## config.mk

```make
export PLATFORM = sky130hd
export DESIGN_NAME = cic_rate_ctrl_flat
export DESIGN_NICKNAME = d
export VERILOG_FILES = /design/src/rtl/cic_pkg.sv /design/src/rtl/cic_rate_ctrl_if.sv /design/src/rtl/cic_rate_ctrl.sv /design/src/flat_wrapper.sv
export SDC_FILE = /design/constraint.sdc
export NUM_CORES = 1
export LEC_CHECK = 0
export ABC_AREA = 1
export CELL_PAD_IN_SITES_DETAIL_PLACEMENT = 1
export CELL_PAD_IN_SITES_GLOBAL_PLACEMENT = 2
export CORE_MARGIN = 2
export CORE_UTILIZATION = 28
export CTS_CLUSTER_SIZE = 12
export DETAILED_ROUTE_END_ITERATION = 16
export PLACE_DENSITY_LB_ADDON = 0.1
export SLEW_MARGIN = 20
export SYNTH_ARGS = -nofsm -noshare
export SYNTH_HDL_FRONTEND = slang
export SYNTH_SLANG_ARGS = --single-unit
```

## constraint.sdc

```tcl
create_clock -name clk -period 2.11 [get_ports clk]
set_clock_uncertainty 0.05 [all_clocks]
set_input_delay 0.5275 -clock clk [delete_from_list [all_inputs] [get_ports clk]]
set_output_delay 0.5275 -clock clk [all_outputs]
set_load 0.02 [all_outputs]
```

## src/rtl/cic_pkg.sv

```systemverilog
`default_nettype none
// ============================================================================
//  Module      : cic_pkg
//  Description : Shared types and helpers for the CIC rate-change controller.
//                - rate_ctrl_state_t : controller FSM state encoding
//                - settle_count()    : number of corrupted CIC outputs to mask
//                                      after a rate change (N*M + 1)
//  Revision    : 1.0  initial release
// ============================================================================
package cic_pkg;

  typedef enum logic [1:0] {
    IDLE   = 2'd0,
    DRAIN  = 2'd1,
    APPLY  = 2'd2,
    SETTLE = 2'd3
  } rate_ctrl_state_t;

  // After a rate load the comb chain holds stale history for N*M samples,
  // plus the first output whose integrator value straddled the change.
  function automatic int settle_count(input int n, input int m);
    return n * m + 1;
  endfunction

endpackage : cic_pkg
`default_nettype wire

```

## src/rtl/cic_rate_ctrl_if.sv

```systemverilog
`default_nettype none
// ============================================================================
//  Module      : cic_rate_ctrl_if
//  Description : Valid/ready stream carrying decimation-rate requests from the
//                control plane into the rate-change controller.
//  Ports       : tdata  - requested decimation ratio (RATE_DW bits)
//                tvalid - request valid (driven by master)
//                tready - request accepted on valid&ready at a clk edge
//                         (driven by slave)
//  Revision    : 1.0  initial release
// ============================================================================
interface cic_rate_ctrl_if #(
  parameter int RATE_DW = 32
);

  logic [RATE_DW-1:0] tdata;
  logic               tvalid;
  logic               tready;

  modport master (
    output tdata,
    output tvalid,
    input  tready
  );

  modport slave (
    input  tdata,
    input  tvalid,
    output tready
  );

endinterface : cic_rate_ctrl_if
`default_nettype wire

```

## src/rtl/cic_rate_ctrl.sv

```systemverilog
`default_nettype none
// ============================================================================
//  Module      : cic_rate_ctrl
//  Description : Sequences run-time decimation-rate changes for a variable-rate
//                CIC decimator. A legal, different rate request gates the
//                input sample strobe for FLUSH_CYC cycles so the integrators
//                drain, issues a single-cycle rate load, then masks the first
//                CIC_N*CIC_M+1 CIC outputs while the comb chain refills.
//                Sample data never passes through this block.
//  Ports       : clk                   - clock
//                reset_n               - asynchronous active-low reset
//                s_axis_req            - rate request stream (slave modport)
//                s_axis_in_tvalid      - upstream sample strobe
//                m_axis_cic_in_tvalid  - gated strobe to CIC input
//                m_axis_rate_tdata     - rate word to CIC
//                m_axis_rate_tvalid    - one-cycle rate load pulse to CIC
//                s_axis_cic_out_tvalid - CIC output strobe
//                m_axis_out_tvalid     - masked output strobe to downstream
//                current_rate          - rate in force
//                busy                  - high whenever the FSM is not IDLE
//                rate_err              - one-cycle pulse on illegal request
//                drop_cnt              - saturating count of gated strobes
//                                        during the most recent change
//  Revision    : 1.0  initial release
// ============================================================================
module cic_rate_ctrl
  import cic_pkg::*;
#(
  parameter int RATE_DW   = 32,
  parameter int CIC_R     = 10,
  parameter int CIC_N     = 7,
  parameter int CIC_M     = 1,
  parameter int FLUSH_CYC = 16,
  parameter int CNT_DW    = 16
) (
  input  wire                clk,
  input  wire                reset_n,
  cic_rate_ctrl_if.slave     s_axis_req,
  input  wire                s_axis_in_tvalid,
  output logic               m_axis_cic_in_tvalid,
  output logic [RATE_DW-1:0] m_axis_rate_tdata,
  output logic               m_axis_rate_tvalid,
  input  wire                s_axis_cic_out_tvalid,
  output logic               m_axis_out_tvalid,
  output logic [RATE_DW-1:0] current_rate,
  output logic               busy,
  output logic               rate_err,
  output logic [CNT_DW-1:0]  drop_cnt
);

  // --------------------------------------------------------------------------
  // Constants
  // --------------------------------------------------------------------------
  localparam int c_SETTLE_N = settle_count(CIC_N, CIC_M);
  localparam int c_FL_W     = (FLUSH_CYC  > 1) ? $clog2(FLUSH_CYC)  : 1;
  localparam int c_ST_W     = (c_SETTLE_N > 1) ? $clog2(c_SETTLE_N) : 1;

  localparam logic [c_FL_W-1:0]  c_FL_LAST = c_FL_W'(FLUSH_CYC - 1);
  localparam logic [c_ST_W-1:0]  c_ST_LAST = c_ST_W'(c_SETTLE_N - 1);
  localparam logic [RATE_DW-1:0] c_RMAX    = RATE_DW'(CIC_R);
  localparam logic [CNT_DW-1:0]  c_DROP_SAT = {CNT_DW{1'b1}};

  // --------------------------------------------------------------------------
  // State
  // --------------------------------------------------------------------------
  rate_ctrl_state_t    r_state;
  logic                r_tready;
  logic                r_gate;
  logic                r_mask;
  logic                r_rate_tvalid;
  logic                r_rate_err;
  logic [RATE_DW-1:0]  r_rate_tdata;
  logic [RATE_DW-1:0]  r_cur_rate;
  logic [RATE_DW-1:0]  r_req_rate;
  logic [c_FL_W-1:0]   r_flush_cnt;
  logic [c_ST_W-1:0]   r_settle_cnt;
  logic [CNT_DW-1:0]   r_drop_cnt;

  logic                w_req_hs;
  logic                w_req_illegal;

  assign w_req_hs      = s_axis_req.tvalid & r_tready;
  assign w_req_illegal = (s_axis_req.tdata == '0) || (s_axis_req.tdata > c_RMAX);

  // --------------------------------------------------------------------------
  // Controller FSM. Every output transition is registered together with the
  // state move, so the gate/mask flags and the rate pulse line up with the
  // state they belong to (gate clears and rate pulses on entry to APPLY).
  // --------------------------------------------------------------------------
  always_ff @(posedge clk or negedge reset_n) begin
    if (!reset_n) begin
      r_state       <= IDLE;
      r_tready      <= 1'b0;
      r_gate        <= 1'b0;
      r_mask        <= 1'b0;
      r_rate_tvalid <= 1'b0;
      r_rate_err    <= 1'b0;
      r_rate_tdata  <= c_RMAX;
      r_cur_rate    <= c_RMAX;
      r_req_rate    <= c_RMAX;
      r_flush_cnt   <= '0;
      r_settle_cnt  <= '0;
      r_drop_cnt    <= '0;
    end else begin
      r_rate_tvalid <= 1'b0;
      r_rate_err    <= 1'b0;

      case (r_state)
        IDLE: begin
          r_tready <= 1'b1;
          if (w_req_hs) begin
            r_req_rate <= s_axis_req.tdata;
            if (w_req_illegal) begin
              r_rate_err <= 1'b1;
            end else if (s_axis_req.tdata != r_cur_rate) begin
              r_drop_cnt  <= '0;
              r_gate      <= 1'b1;
              r_flush_cnt <= '0;
              r_tready    <= 1'b0;
              r_state     <= DRAIN;
            end
          end
        end

        DRAIN: begin
          if (r_gate && s_axis_in_tvalid && (r_drop_cnt != c_DROP_SAT)) begin
            r_drop_cnt <= r_drop_cnt + 1'b1;
          end
          if (r_flush_cnt == c_FL_LAST) begin
            r_gate        <= 1'b0;
            r_mask        <= 1'b1;
            r_rate_tvalid <= 1'b1;
            r_rate_tdata  <= r_req_rate;
            r_cur_rate    <= r_req_rate;
            r_state       <= APPLY;
          end else begin
            r_flush_cnt <= r_flush_cnt + 1'b1;
          end
        end

        APPLY: begin
          r_settle_cnt <= '0;
          r_state      <= SETTLE;
        end

        SETTLE: begin
          if (s_axis_cic_out_tvalid) begin
            if (r_settle_cnt == c_ST_LAST) begin
              // Last corrupted output is still masked this cycle; the
              // next one goes downstream and a new request may be taken.
              r_mask   <= 1'b0;
              r_tready <= 1'b1;
              r_state  <= IDLE;
            end else begin
              r_settle_cnt <= r_settle_cnt + 1'b1;
            end
          end
        end

        default: begin
          r_state <= IDLE;
        end
      endcase
    end
  end

  // --------------------------------------------------------------------------
  // Outputs
  // --------------------------------------------------------------------------
  assign s_axis_req.tready    = r_tready;
  assign m_axis_cic_in_tvalid = s_axis_in_tvalid & ~r_gate;
  assign m_axis_out_tvalid    = s_axis_cic_out_tvalid & ~r_mask;
  assign m_axis_rate_tdata    = r_rate_tdata;
  assign m_axis_rate_tvalid   = r_rate_tvalid;
  assign current_rate         = r_cur_rate;
  assign busy                 = (r_state != IDLE);
  assign rate_err             = r_rate_err;
  assign drop_cnt             = r_drop_cnt;

endmodule : cic_rate_ctrl
`default_nettype wire
```

## src/flat_wrapper.sv

```systemverilog
// flat-port wrapper written by rule: the top's interface ports become plain ports
module cic_rate_ctrl_flat import cic_pkg::*;
#(
  parameter int RATE_DW   = 32,
  parameter int CIC_R     = 10,
  parameter int CIC_N     = 7,
  parameter int CIC_M     = 1,
  parameter int FLUSH_CYC = 16,
  parameter int CNT_DW    = 16
)
  (clk, reset_n, s_axis_in_tvalid, m_axis_cic_in_tvalid, m_axis_rate_tdata, m_axis_rate_tvalid, s_axis_cic_out_tvalid, m_axis_out_tvalid, current_rate, busy, rate_err, drop_cnt, s_axis_req_tdata, s_axis_req_tvalid, s_axis_req_tready);
  cic_rate_ctrl_if #(.RATE_DW(RATE_DW)) s_axis_req_i ();
  input  wire clk;
  input  wire reset_n;
  input  wire s_axis_in_tvalid;
  output logic m_axis_cic_in_tvalid;
  output logic [RATE_DW-1:0] m_axis_rate_tdata;
  output logic m_axis_rate_tvalid;
  input  wire s_axis_cic_out_tvalid;
  output logic m_axis_out_tvalid;
  output logic [RATE_DW-1:0] current_rate;
  output logic busy;
  output logic rate_err;
  output logic [CNT_DW-1:0] drop_cnt;
  input wire logic [$bits(s_axis_req_i.tdata)-1:0] s_axis_req_tdata;
  input wire logic [$bits(s_axis_req_i.tvalid)-1:0] s_axis_req_tvalid;
  output wire logic [$bits(s_axis_req_i.tready)-1:0] s_axis_req_tready;
  assign s_axis_req_i.tdata = s_axis_req_tdata;
  assign s_axis_req_i.tvalid = s_axis_req_tvalid;
  assign s_axis_req_tready = s_axis_req_i.tready;
  cic_rate_ctrl #(.RATE_DW(RATE_DW), .CIC_R(CIC_R), .CIC_N(CIC_N), .CIC_M(CIC_M), .FLUSH_CYC(FLUSH_CYC), .CNT_DW(CNT_DW)) u_core (.clk(clk), .reset_n(reset_n), .s_axis_req(s_axis_req_i), .s_axis_in_tvalid(s_axis_in_tvalid), .m_axis_cic_in_tvalid(m_axis_cic_in_tvalid), .m_axis_rate_tdata(m_axis_rate_tdata), .m_axis_rate_tvalid(m_axis_rate_tvalid), .s_axis_cic_out_tvalid(s_axis_cic_out_tvalid), .m_axis_out_tvalid(m_axis_out_tvalid), .current_rate(current_rate), .busy(busy), .rate_err(rate_err), .drop_cnt(drop_cnt));
endmodule
```

==> impl_metrics.csv <==
group,metric,value,unit
synth,avgSynthCellArea,7.78,µm²
detailed_routing,wl,16.5,mm
detailed_routing,vias,4623,
setup_path,path_cells,"clkdlybuf4s50_1",
setup_path,worstPathArrival,1.48,ns
setup_path,cp_slowest_cell,"clkdlybuf4s50_1",
sta,slew-limit-headroom,74.9,%
synth,syn-cell-area,5090,µm²
detailed_routing,drc,0,
global_routing,gr-usage-all-layers,17.5,%
cells_and_area,fill_cells,2152,
clock_network,htree_levels,3,
cells_and_area,diodes,0,
setup_path,cp_slowest_stage_delay,0.66,ns
die,pin_count,123,
placed_design,gp_congestion,0.809,
die,die_h,139,µm
sta,max_freq,0.486,GHz
synth,synth_area_leaders,"dfrtp_1, nand2_1, nor2_1",
global_routing,grt_pass1_vias,4983,
synth,async_reset_ff_share,100,%
power_and_ir_drop,power_leakage,3.52,nW
clock_network,cts_buffers,9,
detailed_routing,viasPerCell,4.51,
synth,synthCells,654,
sta,maxSlewViolCount,0,
synth,synth_most_common_cell,"nand2_1",
cells_and_area,finish.instance_area,7320,µm²
global_routing,grt-ovfl-total,0,
cells_and_area,fin_cells,1026,
clock_network,root_buffer,"clkbuf_16",
cells_and_area,area_delta_synth_final,43.8,%
setup_path,critPathLaunchType,"flip-flop",
cells_and_area,fin_nets,837,
die,initial_core_util,28.4,%
synth,ys_types,32,
placed_design,portBuffers,122,
synth,synth_top_area_share,44.3,%
setup_path,worstPathBufferInverterCount,1,
synth,seq_area_frac_synth,46.3,%
job,cap_violations,0,
sta,finalSetupViolations,0,
sta,hold_ws,0.424,ns
synth,yosysWarnings,0,
die,die_w,139,µm
detailed_routing,drtPass1Iterations,4,
cells_and_area,drive_gt1_share,15.3,%
power_and_ir_drop,power_density,557,nW/µm²
power_and_ir_drop,finalPower,0.00408,W
placed_design,placedInstanceArea,6640,µm²
clock_network,clk_latency,0.35,ns
die,die_area,19300,µm²
synth,syn_nets,699,
detailed_routing,wl_per_cell,16.1,µm
sta,worst-slew-pin-transition,0.373,ns
setup_path,required,1.53,ns
power_and_ir_drop,ir_drop,0.000461,V
clock_network,clk_pin_slew,0.07,ns
sta,fin_crit_sh,97.6,%
synth,synth_edf_count,0,
placed_design,hpwl,11.8,mm
sta,finalHoldViolations,0,
setup_path,worst-setup-path-type,"flip-flop to primary output",
sta,period_minus_slack,2.06,ns
synth,yosysTopAreaCell,"dfrtp_1",
setup_path,cp-end-kind,"primary output",
detailed_routing,drtAntennaViolNets,0,
placed_design,placedCellCount,996,
die,fp.coreArea,17900,µm²
global_routing,grt_max_degree,38,
global_routing,antenna_found_initial,0,
clock_network,cts_num_sinks,94,
die,rows,49,
clock_network,cts_tree,"yes",
min_path,hold_class,"flip-flop to flip-flop",
detailed_routing,drt-initial-drc-count,149,
setup_path,critPathMaxFanout,6,
synth,synth_top_cells_by_count,"nand2_1, dfrtp_1, nor2_1, inv_1, o21ai_0",
clock_network,clk_path_buf_depth,2,
synth,synth-seq-cells,94,
global_routing,grt_pass1_wl,26.7,mm
setup_path,critical-path-top-delay-family,"buffers and inverters",
synth,yosys_most_used_dff,"dfrtp_1",
outcome,outcome,"completed",
-- flip-flops by register name, indices dropped and copies added (netlist names) --
name	flops
u_core.m_axis_rate_tdata	32
u_core.r_req_rate	32
u_core.drop_cnt	16
u_core.r_flush_cnt	4
u_core.r_settle_cnt	3
u_core.r_state	2
u_core.m_axis_rate_tvalid	1
u_core.r_gate	1
u_core.r_mask	1
u_core.rate_err	1
u_core.s_axis_req.tready	1
-- repair_timing --
item                       CTS  global route
setup endpoints to repair   27            27
pin swaps                    6            16
hold endpoints to repair    10             0
gates resized for setup     19            49
gates cloned                 2             1
hold buffers                 1             0
setup buffers                3             7
-- per-layer routing --
metal | part of all wire (%) | vias up | GRT usage, %
met1 | 46 | 2237 | 22.9
li1 | - | 2297 | -
met2 | 49 | 79 | 29.5
met5 | 0 | - | 0
met4 | 1.2 | 0 | 4.94
met3 | 3.4 | 10 | 3.49
-- power breakdown --
| part | total [W] | switching, W | internal, W |
|---|---|---|---|
| Clock | 0.00182 | 0.000748 | 0.00107 |
| Combinational | 0.000368 | 0.000195 | 0.000173 |
| Sequential | 0.00189 | 0.0000257 | 0.00186 |
-- cells by family after synthesis --
| logic type | count (synthesis) | share of synthesized area, % |
|---|---|---|
| mux | 5 | 1.11 |
| simple gates | 339 | 27.4 |
| compound gates | 62 | 6.57 |
| flops | 94 | 46.3 |
| fa+ha+maj | 8 | 1.97 |
| xor+xnor | 32 | 5.51 |
| buf+inv | 114 | 11.1 |
-- placed cells by master, fill, tap and decap left out, types with 5 or more instances in the layout --
master           instances
a21oi_1                 16
buf_12                   7
buf_4                   45
clkbuf_16               10
clkdlybuf4s50_1         93
dfrtp_1                 89
dlygate4sd2_1            5
dlymetal6s2s_1          21
ha_1                     8
inv_1                   51
inv_2                   10
mux2_2                   5
nand2_1                204
nand3_1                 18
nand4_1                 21
nor2_1                  70
nor2_2                   9
nor3_1                   5
o21ai_0                 34
o21ai_1                  7
xnor2_1                 18
xor2_1                   8
-- path summary, 6_finish.rpt --
check | from | depth (start not counted) | endpoint | slack, ns
min | u_core.r_req_rate[27]$_DFFE_PN0P_ | 2 | u_core.m_axis_rate_tdata[27]$_DFFE_PN0P_ | 0.42
min in group asynchronous | reset_n | 2 | u_core.drop_cnt[9]$_DFFE_PN0P_ | 0.52
max in group asynchronous | reset_n | 3 | u_core.r_req_rate[14]$_DFFE_PN0P_ | 0.87
max reg2reg | u_core.r_state[0]$_DFFE_PN0P_ | 10 | u_core.drop_cnt[8]$_DFFE_PN0P_ | 0.18
min reg2reg | u_core.r_req_rate[27]$_DFFE_PN0P_ | 2 | u_core.m_axis_rate_tdata[27]$_DFFE_PN0P_ | 0.42
max | u_core.drop_cnt[5]$_DFFE_PN0P_ | 1 | drop_cnt[5] | 0.05
-- through the flow --
step	worst slack [ns]	TNS [ns]	util, %
floorplan	0.296	0	-
CTS	0.00164	0	39.6
global placement	-0.416	-9.69	37.1
detailed placement	-0.483	-10.96	37.1
finish	0.0508	0	40.9
global route	-0.00883	-0.0149	40.9
-- layout make-up --
type	instances	area, µm²	share of cell area [%]
sequential	94	2360	32.2
multi-input combinational	447	2310	31.6
timing repair buffer	178	1810	24.7
tap	229	287	3.92
clock buffer	12	246	3.37
inverter	62	235	3.21
clock inverter	4	70.1	0.958
Power figures use the tool's default switching activity.
